==> config.mk <==
export PLATFORM = sky130hd
export DESIGN_NAME = i2c_target_fsm
export DESIGN_NICKNAME = d
export VERILOG_FILES = /design/src/rtl/i2c_target_fsm.sv
export SDC_FILE = /design/constraint.sdc
export NUM_CORES = 1
export LEC_CHECK = 0
export ABC_AREA = 1
export CORE_MARGIN = 2
export CORE_UTILIZATION = 60
export CTS_BUF_LIST = sky130_fd_sc_hd__clkbuf_16
export CTS_CLUSTER_DIAMETER = 30
export CTS_CLUSTER_SIZE = 10
export DETAILED_ROUTE_END_ITERATION = 10
export MAX_ROUTING_LAYER = met4
export PLACE_DENSITY = 0.85
export SETUP_SLACK_MARGIN = 0.3
export SYNTH_ARGS = -nofsm -noshare
export SYNTH_HDL_FRONTEND = slang
export SYNTH_SLANG_ARGS = --single-unit
==> constraint.sdc <==
create_clock -name clk -period 3.7 [get_ports clk]
set_input_delay 0.74 -clock clk [delete_from_list [all_inputs] [get_ports clk]]
set_output_delay 0.74 -clock clk [all_outputs]
set_load 0.05 [all_outputs]
==> src/rtl/i2c_target_fsm.sv <==
// I2C target protocol engine: oversamples SCL/SDA, decodes START/STOP, matches
// a 7-bit address and moves write/read bytes between the bus and local ports.
module i2c_target_fsm #(
   parameter logic [6:0]  TARGET_ADDR = 7'h42,
   parameter int unsigned SYNC_STAGES = 2
) (
   input  logic       clk,
   input  logic       rst_n,
   input  logic       scl_in,
   input  logic       sda_in,
   output logic       sda_oe,
   output logic [7:0] rx_data,
   output logic       rx_valid,
   input  logic       rx_ready,
   input  logic [7:0] tx_data,
   output logic       tx_req,
   output logic       busy,
   output logic       rw
);

   typedef enum logic [2:0] {
      S_IDLE,
      S_ADDR,
      S_ADDR_ACK,
      S_WR_DATA,
      S_WR_ACK,
      S_RD_DATA,
      S_RD_ACK,
      S_WAIT_STOP
   } state_t;

   logic [SYNC_STAGES-1:0] scl_sync;
   logic [SYNC_STAGES-1:0] sda_sync;
   logic                   scl;
   logic                   sda;
   logic                   scl_prev;
   logic                   sda_prev;

   // Synchronisers idle high so reset never fabricates a bus edge from a quiet bus.
   always_ff @(posedge clk or negedge rst_n) begin
      if (!rst_n) begin
         scl_sync <= '1;
         sda_sync <= '1;
         scl_prev <= 1'b1;
         sda_prev <= 1'b1;
      end else begin
         // NOTE: non-blocking assignments keep every stage sampling the previous value.
         scl_sync <= {scl_sync[SYNC_STAGES-2:0], scl_in};
         sda_sync <= {sda_sync[SYNC_STAGES-2:0], sda_in};
         scl_prev <= scl_sync[SYNC_STAGES-1];
         sda_prev <= sda_sync[SYNC_STAGES-1];
      end
   end

   assign scl = scl_sync[SYNC_STAGES-1];
   assign sda = sda_sync[SYNC_STAGES-1];

   logic scl_rise;
   logic scl_fall;
   logic start_det;
   logic stop_det;

   assign scl_rise  = scl & ~scl_prev;
   assign scl_fall  = ~scl & scl_prev;
   assign start_det = scl & scl_prev & sda_prev & ~sda;
   assign stop_det  = scl & scl_prev & ~sda_prev & sda;

   state_t     state;
   logic [3:0] bit_cnt;
   logic [7:0] shift;
   logic       addr_match;
   logic       ack_sent;
   logic       master_ack;

   always_ff @(posedge clk or negedge rst_n) begin
      if (!rst_n) begin
         state      <= S_IDLE;
         bit_cnt    <= 4'd0;
         shift      <= 8'h00;
         addr_match <= 1'b0;
         ack_sent   <= 1'b0;
         master_ack <= 1'b0;
         sda_oe     <= 1'b0;
         rx_data    <= 8'h00;
         rx_valid   <= 1'b0;
         tx_req     <= 1'b0;
         busy       <= 1'b0;
         rw         <= 1'b0;
      end else begin
         rx_valid <= 1'b0;
         tx_req   <= 1'b0;

         // Frame delimiters override any SCL edge seen in the same cycle.
         if (stop_det) begin
            state   <= S_IDLE;
            sda_oe  <= 1'b0;
            busy    <= 1'b0;
            bit_cnt <= 4'd0;
         end else if (start_det) begin
            state   <= S_ADDR;
            sda_oe  <= 1'b0;
            busy    <= 1'b0;
            bit_cnt <= 4'd0;
         end else begin
            case (state)
               S_IDLE: begin
                  bit_cnt <= 4'd0;
               end

               S_ADDR: begin
                  if (scl_rise) begin
                     shift   <= {shift[6:0], sda};
                     bit_cnt <= bit_cnt + 4'd1;
                     if (bit_cnt == 4'd7) begin
                        rw         <= sda;
                        // The general-call address is never claimed.
                        addr_match <= (shift[6:0] == TARGET_ADDR) && (shift[6:0] != 7'h00);
                     end
                  end else if (scl_fall && bit_cnt == 4'd8) begin
                     bit_cnt <= 4'd0;
                     if (addr_match) begin
                        sda_oe <= 1'b1;
                        busy   <= 1'b1;
                        state  <= S_ADDR_ACK;
                     end else begin
                        sda_oe <= 1'b0;
                        state  <= S_WAIT_STOP;
                     end
                  end
               end

               S_ADDR_ACK: begin
                  if (scl_fall) begin
                     bit_cnt <= 4'd0;
                     if (rw) begin
                        shift  <= tx_data;
                        tx_req <= 1'b1;
                        sda_oe <= ~tx_data[7];
                        state  <= S_RD_DATA;
                     end else begin
                        sda_oe <= 1'b0;
                        state  <= S_WR_DATA;
                     end
                  end
               end

               S_WR_DATA: begin
                  if (scl_rise) begin
                     shift   <= {shift[6:0], sda};
                     bit_cnt <= bit_cnt + 4'd1;
                     if (bit_cnt == 4'd7) begin
                        rx_data  <= {shift[6:0], sda};
                        rx_valid <= 1'b1;
                     end
                  end else if (scl_fall && bit_cnt == 4'd8) begin
                     sda_oe   <= rx_ready;
                     ack_sent <= rx_ready;
                     bit_cnt  <= 4'd0;
                     state    <= S_WR_ACK;
                  end
               end

               S_WR_ACK: begin
                  if (scl_fall) begin
                     sda_oe  <= 1'b0;
                     bit_cnt <= 4'd0;
                     state   <= ack_sent ? S_WR_DATA : S_WAIT_STOP;
                  end
               end

               S_RD_DATA: begin
                  if (scl_rise) begin
                     bit_cnt <= bit_cnt + 4'd1;
                  end else if (scl_fall) begin
                     if (bit_cnt == 4'd8) begin
                        sda_oe     <= 1'b0;
                        bit_cnt    <= 4'd0;
                        master_ack <= 1'b0;
                        state      <= S_RD_ACK;
                     end else begin
                        shift  <= {shift[6:0], 1'b0};
                        sda_oe <= ~shift[6];
                     end
                  end
               end

               S_RD_ACK: begin
                  if (scl_rise) begin
                     master_ack <= ~sda;
                  end else if (scl_fall) begin
                     bit_cnt <= 4'd0;
                     if (master_ack) begin
                        shift  <= tx_data;
                        tx_req <= 1'b1;
                        sda_oe <= ~tx_data[7];
                        state  <= S_RD_DATA;
                     end else begin
                        sda_oe <= 1'b0;
                        state  <= S_WAIT_STOP;
                     end
                  end
               end

               S_WAIT_STOP: begin
                  sda_oe <= 1'b0;
               end

               default: begin
                  sda_oe <= 1'b0;
                  state  <= S_IDLE;
               end
            endcase
         end
      end
   end

endmodule

# Yosys cells after proc, flatten, opt, wreduce, memory -nomap -nowiden
# Index checks and enable logic that the tools add are counted.
# word_totals
in_bits	13
reg_bits	36
output_inout_bits	13
word_cells	171
# classes
reduce_logical	23
bitwise	16
n_eq_ne	36
add_sub_neg	1
n_mux	79
# op_table
cell	n
$mux 7	9
$mux 3	16
$ne 4x4->1 const B	11
$mux 1	38
$mux 4	9
$pmux 7 s4	1
$reduce_and 12->1	2
$ne 2x2->1 const B	10
$pmux 4 s5	1
$reduce_and 5->1	4
$pmux 3 s6	1
$reduce_bool 7->1	2
$eq 3x3->1 const B	4
$reduce_and 11->1	1
$ne 5x5->1 const B	2
$not 1->1	9
$reduce_bool 3->1	3
$reduce_bool 9->1	1
$reduce_bool 8->1	1
$and 1x1->1	7
$eq 7x7->1 const B	1
$pmux 1 s7	1
$reduce_and 7->1	1
$eq 3x2->1 const B	2
other kinds (15)	18

# Logic depth before layout (Yosys ltp)
# Gate-level depths: netlist of the first run.
# depth
word_depth	8
mapped_depth	12
mapped_depth_nobuf	12

# Worst setup path before layout of the first run
# No wires, ideal clock.
# synth_path
path_type	flip-flop to flip-flop
startpoint	reg scl_prev
endpoint	reg shift[2]
period_less_slack_ns	1.685
required_ns	3.583
n_path_buf	2
slack_ns	2.015
stages_incl_launch_ff	11
setup_ns	0.117
t_arrival_ns	1.567
path_cell_list	dfstp_2 inv_1 ha_1 buf_2 inv_1 o21ai_0 nor2_1 nand3_2 buf_6 nand2_1 o21ai_2
# synth_between
elab_chain_len	5
elab_cells_between_ends	17
cone_classes	6 x eq/ne; 10 x bitwise; 1 x reduce/logical
# synth_rtl
item	line_no	rtl
start: declaration	36	logic scl_prev;
start signal: assignment	50	scl_prev <= scl_sync[SYNC_STAGES-1];
$and 1x1->1	65, 66	
$and 1x1->1 (on tied branches) (2 in a row)	66, 65	
$not 1->1 (no line)	n/a	
$reduce_and 12->1 (no line) *	n/a	
end signal: assignment	112	shift <= {shift[6:0], sda};
end signal: assignment	136	shift <= tx_data;
end signal: assignment	149	shift <= {shift[6:0], sda};
end: declaration	70	logic [7:0] shift;
# Every way passes the cells marked *; elsewhere a longest branch is shown, timed or not.
# A chain may end at the register's enable or synchronous reset.

# Worst setup path after layout of the first run
# layout_path
startpoint	reg rw
endpoint	out rw
# layout_lines
item	line_no	rtl
start: declaration	18	output logic rw
start signal: assignment	88	rw <= 1'b0;
start signal: assignment	115	rw <= sda;
# No word-level cell between the ends.

==> metrics.md, run 1 <==
| Metric | Value |
|---|---|
| Net count, final | `327` |
| Overflow after GRT | `0` |
| Post-Synthesis Cells | `284` |
| Setup crit start kind | `register` |
| R2r setup slk | `1620 ps` |
| DP HPWL | `3740 um` |
| First-pass GRT wire length | `8690 um` |
| # setup viols final | `0` |
| Worst Path Required | `2960 ps` |
| Antenna Violating Nets Remaining | `0` |
| Worst Skew | `7.09 ps` |
| R2R depth | `8` |
| Clock root cell | `clkbuf_16` |
| Tightest Pin Transition | `789 ps` |
| Post-Place Cell Area | `0.00237 mm2` |
| Via Count | `2009` |
| RSZ-0062 raised after global routing | `no` |
| Final period util | `60.3%` |
| WL/cell | `14.6 um` |
| Worst-path clk slew | `50 ps` |
| CP top delay family | `buffers and inverters` |
| Vias/cell | `5.64` |
| Setup Buffers After CTS | `0` |
| GRT Total Usage | `28.5%` |
| Worst Path Max Fanout | `4` |
| Std cell rows | `21` |
| Hold Crit Class | `reg -> reg` |
| Post-route insts no fill | `356` |
| Reg2reg start | `scl_prev$_DFF_PN1_` |
| FILL cells | `277` |
| Crit path kind | `reg -> out` |
| WP buf/inv | `1` |
| Overall Power | `1890 uW` |
| Clock Latency Late Sink | `280 ps` |
| Number of synthesized register bits | `36` |
| Placed Cells | `348` |
| Netlist cell types | `30` |
| Hold_ws | `357 ps` |
| Pins over their slew limit | `0` |
| Pwr per Cell Area | `744 mW/mm2` |
| CORE AREA | `0.00336 mm2` |
| Worst IR Drop VDD | `0.385 mV` |
| Max Root-Sink Buffers | `2` |
| Die Span Y | `63.5 um` |
| WP data arrival | `1490 ps` |
| Hold_sp | `scl_sync[0]$_DFF_PN1_` |
| Num CTS Buffers | `5` |
| Initial antenna violation count | `0` |
| Port bufs | `25` |
| Synth Cell Area | `0.00212 mm2` |
| CTS tree | `done` |
| Final Critical Period | `2230 ps` |
| Max Cap Viol | `0` |
| Synth warn | `0` |
| Outcome | `complete, no violations` |
| DRC viols | `0` |
| Setup tns final | `0 ps` |
| Async SR Flop Fraction | `100%` |
| Slew headroom | `47.4%` |
| Post-synthesis net count | `302` |
| CP max stage cell | `clkdlybuf4s50_1` |
| Cts repair resizes | `0` |
| Ys flop type | `dfrtp_1` |
| Hold Buf Count CTS | `0` |
| Peak Freq | `448 MHz` |
| Syn-to-layout area delta | `19.3%` |
| Share of cells above drive strength 1 | `10.0%` |
| H-tree Lvls | `2` |
| Largest net degree at the start of global routing | `37` |
| Critical Path Max Stage Delay | `820 ps` |
| Crit. End Element | `output port` |
| Gpl congestion | `0.967` |
| Min-Delay Endpoint | `scl_sync[1]$_DFF_PN1_` |
| Finished Cell Area | `0.00253 mm2` |
| Starting Density | `63.2%` |
| Worst hold stages | `0` |
| Clock sink count | `36` |
| Vias in the first global route | `1866` |
| FF-to-FF End | `shift[6]$_DFFE_PN0P_` |
| Final wirelength | `5180 um` |
| Sequential element share of the synthesized area | `42.8%` |
| Crit-path cells | `clkdlybuf4s50_1` |
| ANT cells | `0` |
| Number of synthesized flops with an enable pin | `0` |
| Synthesized area per cell | `7.48 um2` |
| Ports | `26` |
| Lkg Pwr | `0.00126 uW` |
| Initial DRC Count | `181` |
| Final Hold Viols | `0` |
| Full die area | `0.00403 mm2` |
| DR pass1 iterations | `4` |
| Die X | `63.5 um` |
[synth_stat cells, drive strengths merged (3+ instances only)]
cell	count	area, um2
mux2i	3	30.0
a21oi	10	50.1
nand3	29	155
dfrtp	30	751
dfstp	6	158
nor2	33	126
buf	7	55.1
inv	33	124
o21a	3	22.5
ha	5	62.6
nand4	5	31.3
nor3	6	35.0
nand2	79	309
o21ai	28	166
[worst max path at each step]
stage,start,to,cells after the start
floorplan,scl_prev$_DFF_PN1_,shift[2]$_DFFE_PN0P_,10
global placement,state[2]$_DFFE_PN0P_,shift[4]$_DFFE_PN0P_,7
detailed placement,scl_sync[1]$_DFF_PN1_,rx_data[3]$_DFFE_PN0P_,7
CTS,rw$_DFFE_PN0P_,rw,1
global route,rw$_DFFE_PN0P_,rw,1
finish,rw$_DFFE_PN0P_,rw,1
[through the flow]
step	setup slack [ps]	utilization, %
global route	1410	75.4
CTS	1470	75.4
finish	1470	75.4
floorplan	2020	-
global placement	1750	70.5
detailed placement	1680	70.5
[final cells by class]
type | instances | area [um2] | area share [%]
inverter | 34 | 128 | 5.03
sequential | 36 | 908 | 35.8
clock buffer | 5 | 125 | 4.94
multi-input combinational | 207 | 1030 | 40.8
timing repair buffer | 25 | 245 | 9.67
clock inverter | 3 | 37.5 | 1.48
tap | 46 | 57.6 | 2.27
[power by group]
group,internal [uW],switching (uW),total [uW]
Sequential,470,120,590
Combinational,280,553,833
Clock,313,151,463
Total,1060,824,1890
[sequential cells by signal, summed over array words and instances (netlist names)]
name,cells
rx_data,8
shift,7
bit_cnt,4
state,3
scl_sync,2
sda_sync,2
ack_sent,1
addr_match,1
busy,1
master_ack,1
rw,1
rx_valid,1
scl_prev,1
sda_oe,1
sda_prev,1
tx_req,1
[metal layers]
metal / part of all wire [%] / track usage [%] / vias to the layer above
met5: 0 / - / -
met4: 1.6 / 7.61 / 0
met3: 7.5 / 5.00 / 10
met2: 47 / 43.7 / 91
met1: 43 / 39.5 / 932
li1: - / - / 976
[placed cells by master (no fill, tap or decap), drive strengths merged]
| master | count |
|---|---|
| nand2 | 79 |
| nor4 | 1 |
| ha | 5 |
| dfstp | 6 |
| clkbuf | 5 |
| nor3 | 6 |
| nor2 | 33 |
| o21a | 3 |
| inv | 33 |
| nand4 | 5 |
| o2111ai | 1 |
| o21ai | 28 |
| mux2i | 3 |
| xnor2 | 1 |
| bufinv | 1 |
| a21oi | 10 |
| clkinv | 3 |
| dfrtp | 30 |
| buf | 1 |
| or2 | 1 |
| clkdlybuf4s50 | 24 |
| o211ai | 2 |
| nand3 | 29 |
[cells by family after synthesis]
group / after synthesis / share of synthesized area, %
muxes: 3 / 1.41
and+or+nand+nor: 154 / 31.5
buffers and inverters: 41 / 8.60
AOI/OAI and AO/OA: 44 / 12.4
adders and majority gates: 5 / 2.94
xor gates and xnor gates: 1 / 0.412
DFF: 36 / 42.8
(Power assumes the default switching activity.)
==> run 2: changes to the inputs <==
--- a/config.mk
+++ b/config.mk
@@ -7,13 +7,13 @@
 export LEC_CHECK = 0
 export ABC_AREA = 1
 export CORE_MARGIN = 2
-export CORE_UTILIZATION = 60
+export CORE_UTILIZATION = 50
 export CTS_BUF_LIST = sky130_fd_sc_hd__clkbuf_16
 export CTS_CLUSTER_DIAMETER = 30
 export CTS_CLUSTER_SIZE = 10
 export DETAILED_ROUTE_END_ITERATION = 10
 export MAX_ROUTING_LAYER = met4
-export PLACE_DENSITY = 0.85
+export PLACE_DENSITY = 0.76
 export SETUP_SLACK_MARGIN = 0.3
 export SYNTH_ARGS = -nofsm -noshare
 export SYNTH_HDL_FRONTEND = slang
==> constraint.sdc (replaced) <==
create_clock -name clk -period 2.02 [get_ports clk]
set_input_delay 0.404 -clock clk [delete_from_list [all_inputs] [get_ports clk]]
set_output_delay 0.404 -clock clk [all_outputs]
set_load 0.05 [all_outputs]
==> metrics.md, run 2 (same netlist as run 1, synthesis figures left out) <==
| Metric | Value |
|---|---|
| CTS tree | `done` |
| Setup tns final | `0 ps (unchanged)` |
| Worst Path Max Fanout | `6 (+2)` |
| WL/cell | `15.2 um (+4.4%)` |
| Peak Freq | `585 MHz` |
| Max Cap Viol | `0 (unchanged)` |
| Full die area | `0.00479 mm2 (+19%)` |
| Final core utilization | `71.7% (-3.6 points)` |
| Largest registers | `rx_data x8, shift x7, bit_cnt x4` |
| Setup crit start kind | `register` |
| WP data arrival | `1880 ps (+390 ps)` |
| Overall Power | `3770 uW (+100%)` |
| # setup viols final | `0 (unchanged)` |
| Slew headroom | `46.9% (-0.54 points)` |
| Pwr per Cell Area | `1300 mW/mm2 (+74%)` |
| Final Critical Period | `1710 ps` |
| ANT cells | `0 (unchanged)` |
| Ports | `26 (unchanged)` |
| Lkg Pwr | `0.00148 uW (+17%)` |
| Die X | `69.2 um (+8.9%)` |
| Max FFs per register | `8 (unchanged)` |
| DR pass1 iterations | `5 (+1)` |
| Worst IR Drop VDD | `0.588 mV (+53%)` |
| Clock Latency Late Sink | `280 ps (about the same)` |
| Port bufs | `25 (unchanged)` |
| Tightest Pin Transition | `797 ps (+8.04 ps)` |
| Max Root-Sink Buffers | `2 (unchanged)` |
| Hold Crit Class | `in -> async` |
| Crit. End Element | `register` |
| Worst Path Required | `2190 ps (-770 ps)` |
| First-pass GRT wire length | `9230 um (+6.2%)` |
| Std cell rows | `23 (+9.5%)` |
| CORE AREA | `0.00406 mm2 (+21%)` |
| GRT Total Usage | `24.6% (-3.9 points)` |
| Commonest non-fill, non-tap cell in the layout | `nand2_1` |
| Final period util | `84.7%` |
| Most frequent cells in the layout | `nand2_1, dfrtp_1, inv_1` |
| Outcome | `complete, no violations` |
| Syn-to-layout area delta | `37.0%` |
| Gpl congestion | `0.963 (-0.43%)` |
| Worst-path clk slew | `50 ps (about the same)` |
| Share of cells above drive strength 1 | `29.2% (+19 points)` |
| Pins over their slew limit | `0 (unchanged)` |
| Overflow after GRT | `0 (unchanged)` |
| Largest net degree at the start of global routing | `37 (unchanged)` |
| DRC viols | `0 (unchanged)` |
| Crit path kind | `reg -> reg` |
| Largest Register | `rx_data` |
| Initial DRC Count | `149 (-18%)` |
| Post-Place Cell Area | `0.00247 mm2 (+4.3%)` |
| Worst Skew | `5.74 ps (-1.35 ps)` |
| Vias/cell | `5.54 (-1.8%)` |
| Num CTS Buffers | `5 (unchanged)` |
| Final Hold Viols | `0 (unchanged)` |
| Starting Density | `52.4% (-11 points)` |
| Final wirelength | `5870 um (+13%)` |
| Antenna Violating Nets Remaining | `0 (unchanged)` |
| RSZ-0062 raised after global routing | `yes` |
| Clock sink count | `36 (unchanged)` |
| Clock root cell | `clkbuf_16` |
| H-tree Lvls | `2 (unchanged)` |
| Finished Cell Area | `0.00291 mm2 (+15%)` |
| Initial antenna violation count | `0 (unchanged)` |
| DP HPWL | `3920 um (+5.0%)` |
| Net count, final | `353 (+8.0%)` |
| Via Count | `2138 (+6.4%)` |
| Die Span Y | `69.2 um (+8.9%)` |
| Vias in the first global route | `1949 (+4.4%)` |
-- run 2: cell count changes in the layout (fill, tap and decap cells not counted), moves of 4 or more --
cell,delta
nand2_1,-9
dlygate4sd2_1,+13
nand3_1,-5
o21ai_0,-5
nor2_4,+4
nor2_1,-12
nor2_2,+8
nand3_4,+4
nand2_2,+8
inv_2,+4
buf_4,+21
inv_1,-4
clkdlybuf4s50_1,-13
-- run 2: area by class of cell --
cell class                      instances  area (um2)
Clock buffer                            5         125
Clock inverter                          3        16.3
Fill cell                             331        1150
Inverter                               34         136
Multi-Input combinational cell        208        1230
Sequential cell                        36         912
Tap cell                               50        62.6
Timing Repair Buffer                   50         427
-- run 2: routing by layer --
layer | up-vias | wire, um | GRT usage [%]
met5 | - | 0 | -
met4 | 0 | 187 | 7.84
met3 | 24 | 332 | 4.80
met2 | 97 | 2710 | 37.7
met1 | 993 | 2640 | 33.1
li1 | 1024 | - | -
-- run 2: worst max-delay path: stages (launching register included) --
cell	delay, ps
dfstp_2	610
ha_4	210
inv_2	70
o21ai_0	210
nand2_1	180
buf_4	180
nand4_1	80
nand2_1	50
-- run 2: power breakdown --
part | total, uW | switching (uW) | internal (uW)
clock | 739 | 289 | 450
sequential | 1060 | 192 | 869
combinational | 1970 | 1250 | 727
-- run 2: path summary, 6_finish.rpt --
check | end | slack (ps) | depth (start not counted) | start
worst max-delay path | state[1]$_DFFE_PN0P_ | 310 | 7 | scl_sync[1]$_DFF_PN1_
worst min-delay path | master_ack$_DFFE_PN0P_ | 210 | 1 | rst_n
worst max register to register | state[1]$_DFFE_PN0P_ | 310 | 7 | scl_sync[1]$_DFF_PN1_
worst min register to register | sda_sync[1]$_DFF_PN1_ | 360 | 0 | sda_sync[0]$_DFF_PN1_
max in group asynchronous | state[2]$_DFFE_PN0P_ | 1260 | 1 | rst_n
min in group clk | sda_sync[1]$_DFF_PN1_ | 360 | 0 | sda_sync[0]$_DFF_PN1_
-- run 2: per-stage QoR --
stage	setup WS [ps]	hold WS, ps	cells
global placement	170	347	365
global route	249	300	386
detailed placement	86.5	347	365
floorplan	335	108	284
finish	310	211	386
CTS	254	234	375
-- run 2: timing repair --
item | in CTS | in global routing
pin swaps | 4 | 10
cloned | 1 | 1
setup buffers | 1 | 10
hold buffers | 0 | 0
endpoints found under the setup margin | 40 | 24
resized for setup | 29 | 48
==> run 3: changes to the inputs <==
--- a/config.mk
+++ b/config.mk
@@ -7,13 +7,13 @@
 export LEC_CHECK = 0
 export ABC_AREA = 1
 export CORE_MARGIN = 2
-export CORE_UTILIZATION = 50
+export CORE_UTILIZATION = 55
 export CTS_BUF_LIST = sky130_fd_sc_hd__clkbuf_16
 export CTS_CLUSTER_DIAMETER = 30
 export CTS_CLUSTER_SIZE = 10
 export DETAILED_ROUTE_END_ITERATION = 10
 export MAX_ROUTING_LAYER = met4
-export PLACE_DENSITY = 0.76
+export PLACE_DENSITY = 0.79
 export SETUP_SLACK_MARGIN = 0.3
 export SYNTH_ARGS = -nofsm -noshare
 export SYNTH_HDL_FRONTEND = slang
==> constraint.sdc (replaced) <==
create_clock -name clk -period 1.7 [get_ports clk]
set_input_delay 0.34 -clock clk [delete_from_list [all_inputs] [get_ports clk]]
set_output_delay 0.34 -clock clk [all_outputs]
set_load 0.05 [all_outputs]
==> metrics.md, run 3 (same netlist as run 1, synthesis figures left out) <==
| Metric | Value |
|---|---|
| Max Root-Sink Buffers | `2 (unchanged)` |
| Failing checks | `negative setup slack` |
| Hold Crit Class | `in -> async` |
| Routing usage on met3 | `9.37% (+4.6 points)` |
| Met2 Track Usage GR | `62.7% (+25 points)` |
| Crit. End Element | `register` |
| Largest registers | `rx_data x8, shift x7, bit_cnt x4` |
| RSZ-0062 raised after global routing | `yes` |
| Largest net degree at the start of global routing | `37 (unchanged)` |
| Vias/cell | `6.43 (+16%)` |
| CORE AREA | `0.00369 mm2 (-9.1%)` |
| Pins over their slew limit | `0 (unchanged)` |
| Peak Freq | `527 MHz (-9.8%)` |
| Clock Latency Late Sink | `290 ps (about the same)` |
| Max FFs per register | `8 (unchanged)` |
| Slew headroom | `68.9% (+22 points)` |
| Std cell rows | `22 (-4.3%)` |
| GRT busiest layer | `met2` |
| Post-Place Cell Area | `0.00262 mm2 (+5.8%)` |
| Clock sink count | `36 (unchanged)` |
| Syn-to-layout area delta | `56.5%` |
| DR pass1 iterations | `6 (+1)` |
| Worst setup margin | `-196 ps (-506 ps)` |
| Overflow after GRT | `0 (unchanged)` |
| # setup viols final | `21 (+21)` |
| Vias in the first global route | `2384 (+22%)` |
| Worst Path Max Fanout | `12 (+6)` |
| DP HPWL | `4220 um (+7.5%)` |
| Initial DRC Count | `517 (+250%)` |
| DRC viols | `0 (unchanged)` |
| GRT Total Usage | `38.8% (+14 points)` |
| Overall Power | `5680 uW (+51%)` |
| Full die area | `0.00438 mm2 (-8.6%)` |
| Share of cells above drive strength 1 | `46.2% (+17 points)` |
| Outcome | `complete, but fails checks` |
| Num CTS Buffers | `5 (unchanged)` |
| Final Hold Viols | `0 (unchanged)` |
| CTS tree | `done` |
| WP data arrival | `2070 ps (+190 ps)` |
| ANT cells | `0 (unchanged)` |
| Crit path kind | `reg -> reg` |
| H-tree Lvls | `2 (unchanged)` |
| Grt met1 use | `46.3% (+13 points)` |
| Finished Cell Area | `0.00333 mm2 (+14%)` |
| Worst IR Drop VDD | `1.44 mV (+150%)` |
| Starting Density | `57.6% (+5.2 points)` |
| Initial antenna violation count | `0 (unchanged)` |
| Most frequent cells in the layout | `nand2_1, buf_4, dfrtp_1` |
| Worst Path Required | `1880 ps (-310 ps)` |
| Ports | `26 (unchanged)` |
| Clock root cell | `clkbuf_16` |
| First-pass GRT wire length | `12100 um (+31%)` |
| Antenna Violating Nets Remaining | `0 (unchanged)` |
| Die X | `66.2 um (-4.4%)` |
| Gpl congestion | `0.943 (-2.1%)` |
| Setup crit start kind | `register` |
| Worst-path clk slew | `60 ps (about the same)` |
| Hold Buf Count CTS | `0 (unchanged)` |
| Tightest Pin Transition | `466 ps (-331 ps)` |
| CP max stage cell | `dfrtp_2` |
| Max Cap Viol | `0 (unchanged)` |
| Pwr per Cell Area | `1710 mW/mm2 (+32%)` |
| Commonest non-fill, non-tap cell in the layout | `nand2_1` |
| Die Span Y | `66.2 um (-4.4%)` |
| Worst Skew | `5.78 ps (+0.0446 ps)` |
| Lkg Pwr | `0.00160 uW (+8.2%)` |
| Final Critical Period | `1900 ps (+186 ps)` |
| Final period util | `112% (+27 points)` |
| Pre-CTS setup slack | `-30.7 ps (-117 ps)` |
| Hold_ws | `75.3 ps (-136 ps)` |
| Final wirelength | `8710 um (+48%)` |
| Largest Register | `rx_data` |
| Crit-path cells | `buf_4 -> nand2_4 -> nand2_2 -> clkinv_1 -> nand2_1 -> o21ai_0 -> inv_1 -> o21ai_2` |
| Net count, final | `376 (+6.5%)` |
| Critical Path Max Stage Delay | `530 ps (-80 ps)` |
| WL/cell | `21.4 um (+41%)` |
| Port bufs | `25 (unchanged)` |
| Via Count | `2615 (+22%)` |
[run 3: changes by cell type in the layout (fill, tap and decap cells not counted), sizes merged]
cell and change:
buf +37, bufinv +1, clkinv +1, dlygate4sd2 -13, dlymetal6s2s -1, inv -2
[run 3: critical path, delay by kind of cell (launching register included)]
family                 cells  cell delay, ps
buffers and inverters      3             610
DFF                        1             530
and+or+nand+nor            3             410
AOI/OAI and AO/OA          2             250
[run 3: through the flow]
stage,setup TNS [ps],instances,util (%)
6_report,-895,407,90.2
2_1_floorplan,0,284,-
5_1_grt,-2180,407,90.2
3_3_place_gp,0,378,71.0
3_5_place_dp,-99.6,378,71.0
4_1_cts,0,396,84.7
[run 3: final timing paths]
check | startpoint | end | slack [ps] | depth (start not counted)
setup / recovery | state[0]$_DFFE_PN0P_ | shift[0]$_DFFE_PN0P_ | -200 | 8
hold / removal | rst_n | tx_req$_DFF_PN0_ | 80 | 2
setup reg to reg | state[0]$_DFFE_PN0P_ | shift[0]$_DFFE_PN0P_ | -200 | 8
hold reg to reg | scl_sync[0]$_DFF_PN1_ | scl_sync[1]$_DFF_PN1_ | 360 | 0
max in group asynchronous | rst_n | scl_sync[0]$_DFF_PN1_ | 1250 | 2
min in group clk | scl_sync[0]$_DFF_PN1_ | scl_sync[1]$_DFF_PN1_ | 360 | 0
[run 3: timing repair]
item | in CTS | in global routing
pin swaps | 19 | 24
gates resized for setup | 66 | 35
buffers inserted | 8 | 11
setup endpoints to repair | 30 | 30
gates cloned | 2 | 0
[run 3: area by class of cell]
cell class              instances  area [um2]
multi-input cells             208        1390
flip-flops and latches         36         912
repair buffers                 73         648
fillers                       145         363
inverters                      34         145
clock buffers                   5         125
well taps                      48        60.1
clock inverters                 3        42.5
[run 3: routing by layer]
metal  vias up  wire, um
li1       1081         -
met1      1205      3170
met2       254      4040
met3        75       926
met4         0       576
met5         -         0
[run 3: where the power goes]
part / internal (uW) / total [uW] / leakage (uW) / switching, uW
registers: 1030 / 1280 / 0.000457 / 249
clock network: 689 / 1080 / 0.0000798 / 393
logic: 1290 / 3320 / 0.00106 / 2030
